File: config.mk
export PLATFORM = sky130hd
export DESIGN_NAME = mem_bus_arbiter
export DESIGN_NICKNAME = d
export VERILOG_FILES = /design/src/rtl/mem_bus_arbiter.sv
export SDC_FILE = /design/constraint.sdc
export NUM_CORES = 1
export LEC_CHECK = 0
export ABC_AREA = 1
export ABC_CLOCK_PERIOD_IN_PS = 3500
export BUFFER_PORTS_ARGS = -buffer_cell sky130_fd_sc_hd__clkbuf_2
export CAP_MARGIN = 20
export CORE_AREA = 2 2 225 227
export DETAILED_ROUTE_END_ITERATION = 8
export DIE_AREA = 0 0 227 229
export GPL_TIMING_DRIVEN = 0
export SYNTH_ARGS = -nofsm -noshare
export SYNTH_HDL_FRONTEND = slang
export SYNTH_SLANG_ARGS = --single-unit
File: constraint.sdc
create_clock -name clk -period 3.5 [get_ports clk]
set_input_delay 0.175 -clock clk [delete_from_list [all_inputs] [get_ports clk]]
set_output_delay 0.175 -clock clk [all_outputs]
set_load 0.05 [all_outputs]
File: src/rtl/mem_bus_arbiter.sv
// mem_bus_arbiter
//   Shares one DRAM request/response port between NUM_CORES requesters.
//   One transaction is in flight at a time. The winner is picked by
//   round-robin (ROUND_ROBIN=1) or by lowest index (ROUND_ROBIN=0). The
//   winner's request is latched and forwarded with its core id as the tag,
//   and the DRAM completion is routed back to that core as a one-cycle pulse.
//
// Ports
//   clk, reset_n      clock; synchronous active-low reset
//   core_req_*        per-core request vectors (addr/wdata sliced per core)
//   core_req_ready    one-hot accept pulse (combinational, IDLE cycle only)
//   core_resp_valid   one-hot completion pulse; core_resp_rdata valid with it
//   mem_req_*         latched request to DRAM, held until mem_req_ready
//   mem_resp_*        DRAM completion (reads and writes)
//   grant_id          current/last owner
//   busy              transaction in progress
//   protocol_err      sticky: DRAM response seen outside the WAIT state
module mem_bus_arbiter #(
  parameter int NUM_CORES   = 4,
  parameter int ADDR_W      = 21,
  parameter int DATA_W      = 64,
  parameter bit ROUND_ROBIN = 1'b1,
  parameter int ID_W        = $clog2(NUM_CORES)
) (
  input  logic                          clk,
  input  logic                          reset_n,
  input  logic [NUM_CORES-1:0]          core_req_valid,
  input  logic [NUM_CORES-1:0]          core_req_write,
  input  logic [NUM_CORES*ADDR_W-1:0]   core_req_addr,
  input  logic [NUM_CORES*DATA_W-1:0]   core_req_wdata,
  output logic [NUM_CORES-1:0]          core_req_ready,
  output logic [NUM_CORES-1:0]          core_resp_valid,
  output logic [DATA_W-1:0]             core_resp_rdata,
  output logic                          mem_req_valid,
  input  logic                          mem_req_ready,
  output logic                          mem_req_write,
  output logic [ADDR_W-1:0]             mem_req_addr,
  output logic [DATA_W-1:0]             mem_req_wdata,
  output logic [ID_W-1:0]               mem_req_tag,
  input  logic                          mem_resp_valid,
  input  logic [DATA_W-1:0]             mem_resp_rdata,
  output logic [ID_W-1:0]               grant_id,
  output logic                          busy,
  output logic                          protocol_err
);

  typedef enum logic [1:0] {IDLE, ISSUE, WAIT, RESPOND} state_t;

  localparam logic [NUM_CORES-1:0] ONE_HOT0 = {{(NUM_CORES-1){1'b0}}, 1'b1};

  state_t                state;
  logic [ID_W-1:0]       rr_ptr;
  logic [ID_W-1:0]       scan_base;
  logic [ID_W-1:0]       winner;
  logic                  any_req;
  logic [NUM_CORES-1:0]  winner_onehot;
  logic [NUM_CORES-1:0]  owner_onehot;

  // Winner search: offsets are visited from farthest to nearest so that the
  // last match (smallest offset from scan_base) is the one that sticks.
  always_comb begin
    scan_base = ROUND_ROBIN ? rr_ptr : '0;
    any_req   = |core_req_valid;
    winner    = '0;
    for (int unsigned k = 0; k < NUM_CORES; k++) begin
      for (int unsigned j = 0; j < NUM_CORES; j++) begin
        if (core_req_valid[j] &&
            (((32'(scan_base) + (NUM_CORES - 1 - k)) % NUM_CORES) == j)) begin
          winner = ID_W'(j);
        end
      end
    end
  end

  always_comb begin
    winner_onehot  = ONE_HOT0 << winner;
    owner_onehot   = ONE_HOT0 << grant_id;
    core_req_ready = '0;
    if (reset_n && (state == IDLE) && any_req) begin
      core_req_ready = winner_onehot;
    end
  end

  always_ff @(posedge clk) begin
    if (!reset_n) begin
      state           <= IDLE;
      rr_ptr          <= '0;
      grant_id        <= '0;
      core_resp_valid <= '0;
      core_resp_rdata <= '0;
      mem_req_valid   <= 1'b0;
      mem_req_write   <= 1'b0;
      mem_req_addr    <= '0;
      mem_req_wdata   <= '0;
      mem_req_tag     <= '0;
      busy            <= 1'b0;
      protocol_err    <= 1'b0;
    end else begin
      core_resp_valid <= '0;
      if (mem_resp_valid && (state != WAIT)) begin
        protocol_err <= 1'b1;
      end
      case (state)
        IDLE: begin
          if (any_req) begin
            grant_id      <= winner;
            mem_req_tag   <= winner;
            mem_req_write <= core_req_write[winner];
            mem_req_addr  <= core_req_addr[winner*ADDR_W +: ADDR_W];
            mem_req_wdata <= core_req_wdata[winner*DATA_W +: DATA_W];
            mem_req_valid <= 1'b1;
            busy          <= 1'b1;
            state         <= ISSUE;
          end
        end
        ISSUE: begin
          if (mem_req_ready) begin
            mem_req_valid <= 1'b0;
            state         <= WAIT;
          end
        end
        WAIT: begin
          if (mem_resp_valid) begin
            core_resp_rdata <= mem_resp_rdata;
            core_resp_valid <= owner_onehot;
            state           <= RESPOND;
          end
        end
        RESPOND: begin
          rr_ptr <= (grant_id == ID_W'(NUM_CORES - 1)) ? '0 : grant_id + 1'b1;
          busy   <= 1'b0;
          state  <= IDLE;
        end
        default: state <= IDLE;
      endcase
    end
  end

endmodule

==> impl_metrics.env <==
export IMPL_synth_async_reset_ratio_pct=0
export IMPL_fp_row_count=82
export IMPL_die_w_um=227
export IMPL_die_area_sq_mm=0.0520
export IMPL_synth_top_area_cell="dfxtp_1"
export IMPL_avgSynthCellArea_sq_um=6.00
export IMPL_finish_net_count=2768
export IMPL_area_growth_pct=58.8
export IMPL_synthMuxAreaShare_pct=0
export IMPL_viasPerCell=4.51
export IMPL_insertion_delay_ns=0.48
export IMPL_start_kind="flip-flop"
export IMPL_h_tree_depth=4
export IMPL_end_kind="output pin"
export IMPL_synth_seq_cells=163
export IMPL_die_h_um=229
export IMPL_ir_drop_uv=374
export IMPL_drc=0
export IMPL_synth_nets=2039
export IMPL_synth_xor_area_share_pct=0
export IMPL_synth_ff_type="dfxtp_1"
export IMPL_grt_pass1_vias=12986
export IMPL_synth_area_sq_mm=0.00970
export IMPL_cts_made_buffers=17
export IMPL_wl_per_cell_um=17.6
export IMPL_yosysUniqueCellTypes=26
export IMPL_status="finished, final reports clean"
export IMPL_worstHoldPathCells=5
export IMPL_yosysMostFrequentCell="nor2_1"
export IMPL_synth_warning_count=0
export IMPL_dp_cells=2872
export IMPL_via_count=13667
export IMPL_synth_common_cells="482 x nor2_1, 194 x nand2_1, 188 x nand3_1, 181 x inv_1, 172 x nand4_1"
export IMPL_rsz0062_at_grt="yes"
export IMPL_ff2ff_setup_slack_ns=0.26
export IMPL_routabilityCongestion=0.949
export IMPL_antenna_cells=0
export IMPL_stdcell_count=3032
export IMPL_leakagePower_nw=8.26
export IMPL_synthAdderAreaFrac_pct=0.645
export IMPL_slew_headroom_pct=29.4
export IMPL_ff2ff_path_depth=22
export IMPL_critPathRequiredTime_ns=3.32
export IMPL_synth_cells=1618
export IMPL_track_usage_pct=19.9
export IMPL_cts_tree="built"
export IMPL_pwr_density_cell_mw_per_mm2=869
export IMPL_num_io_pins=581
export IMPL_criticalPathCategory="reg -> out"
export IMPL_total_power_w=0.0134
export IMPL_period_needed_ns=3.28
export IMPL_synth_edf_count=0
export IMPL_hpwl_um=40900
export IMPL_synth_area_top_cells="dfxtp_1 34%, nor2_1 19%, nand4_1 11%"
export IMPL_max_freq_mhz=305
export IMPL_fin_crit_sh_pct=93.8
export IMPL_setup_violations=0
export IMPL_grt_max_degree=20
export IMPL_cts_clk_slew_worst_paths_ns=0.07
export IMPL_hold_path_class="in -> reg"
export IMPL_synth_compound_area_share_pct=4.41
export IMPL_ys_seq_area_share_pct=33.6
export IMPL_worst_clock_skew_ns=0.0124
export IMPL_io_buffers=579
export IMPL_core_area_sq_mm=0.0497
export IMPL_wirelength_um=53300
export IMPL_start_util_pct=19.5
export IMPL_drtPass1Iterations=5
export IMPL_first_iter_violations=813
export IMPL_grt_pass1_wl_um=76700
export IMPL_synth_top_family_by_area="simple AND/OR/NAND/NOR gates"
export IMPL_cts_root_buf="clkbuf_16"
export IMPL_drive_above_1_share_pct=28.3
export IMPL_final_max_slew_viol_count=0
export IMPL_clk_path_buf_depth=2
export IMPL_synthSimpleGateAreaFrac_pct=47.8
export IMPL_arrival_ns=3.11
export IMPL_path_max_fanout=17
export IMPL_tightest_slew_ns=1.06
export IMPL_gr_total_overflow=0
export IMPL_synth_top_area_share_pct=33.6
export IMPL_antenna_found_initial=3
export IMPL_maxCapViolCount=0
export IMPL_drtAntennaViolNets=0
export IMPL_hold_viol=0
export IMPL_clkSinkCount=163
-- routing by layer --
metal	wire, um	GRT usage, %	up-vias	part of all wire (%)
li1	-	-	6670	-
met1	20600	22.2	6140	39
met2	25300	34.2	734	47
met3	5320	6.30	117	10
met4	2130	9.01	6	4.0
met5	39	0	-	0.073
-- final cells by class --
| cell class | count | area [sq um] |
|---|---|---|
| Tap cell | 672 | 841 |
| Buffer | 134 | 599 |
| Sequential cell | 163 | 3260 |
| Clock buffer | 17 | 425 |
| Multi-Input combinational cell | 1133 | 5150 |
| Clock inverter | 15 | 186 |
| Inverter | 186 | 698 |
| Timing Repair Buffer | 712 | 4240 |
| Fill cell | 5564 | 34300 |
-- per-stage QoR --
step           instance area, sq um  hold slack (ns)  setup WS, ns  TNS [ns]  util (%)
6_report                      15400           0.0368         0.217         0      31.0
5_1_grt                       15400           0.0357      -0.00151  -0.00151      31.0
4_1_cts                       15400        0.0000466       0.00876         0      31.0
3_5_place_dp                  13500            0.433       -0.0531   -0.0531      27.2
3_3_place_gp                  13400            0.424       0.00447         0      27.1
2_1_floorplan                  9700            0.320         0.709         0         -
-- report_power, final --
part / internal, W / switching (W) / leakage [nW]
logic: 0.00226 / 0.00619 / 6.61
clock network: 0.00108 / 0.000956 / 0.303
registers: 0.00253 / 0.000377 / 1.34
-- placed cells by master (no fill, tap or decap), drive strengths merged, types with 2 or more instances in the layout --
cell type    instances
nor3                 3
nor2               483
dlygate4sd3        127
nand4              172
nand3              188
nand2              199
o21ai               70
inv                195
buf                 56
a21oi                7
clkinv               4
clkbuf             680
ha                   5
bufinv               2
dfxtp              163
-- worst max-delay path: stages (launching register included) --
cell and delay, ns:
dfxtp_1 0.32, buf_4 0.18, nor2_4 0.06, nand2_1 0.07, nand2_1 0.05, nand2_1 0.06, nand2_1 0.05, nand2_1 0.05
nand2_1 0.05, nand2_1 0.05, nand2_1 0.05, nand2_1 0.05, nand2_1 0.06, nand2_2 0.25, nand2_4 0.15, nand2_4 0.20
nand2_8 0.19, buf_6 0.22, nor3_1 0.16, clkbuf_2 0.32
-- cell families (layout without fill, tap and decap cells) --
logic type | Yosys count | count (layout)
and+or+nand+nor | 1047 | 1047
buffers and inverters | 322 | 1064
DFF | 163 | 163
AOI/OAI and AO/OA | 81 | 81
adders and majority gates | 5 | 5
-- repair_timing --
item	in CTS	in global routing
hold endpoints to repair	111	0
endpoints found under the setup margin	4	13
resized for setup	3	3
pin swaps	1	0
gates cloned	0	0
buffers inserted	3	0
hold buffers	127	0
-- registers in the layout (all words and copies together) (netlist names) --
register	count
grant_id	2
mem_req_write	1
rr_ptr	2
mem_req_wdata	64
mem_req_valid	1
mem_req_addr	21
core_resp_rdata	64
core_resp_valid	4
state	2
busy	1
protocol_err	1
-- worst paths after layout --
kind,startpoint,endpoint
worst max-delay path,rr_ptr[1],core_req_ready[2]
worst min-delay path,core_req_wdata[132],mem_req_wdata[4]
worst max register to register,rr_ptr[1],mem_req_wdata[37]
worst min register to register,core_resp_rdata[37],core_resp_rdata[37]
No activity file was read; power rests on OpenSTA's default activity.
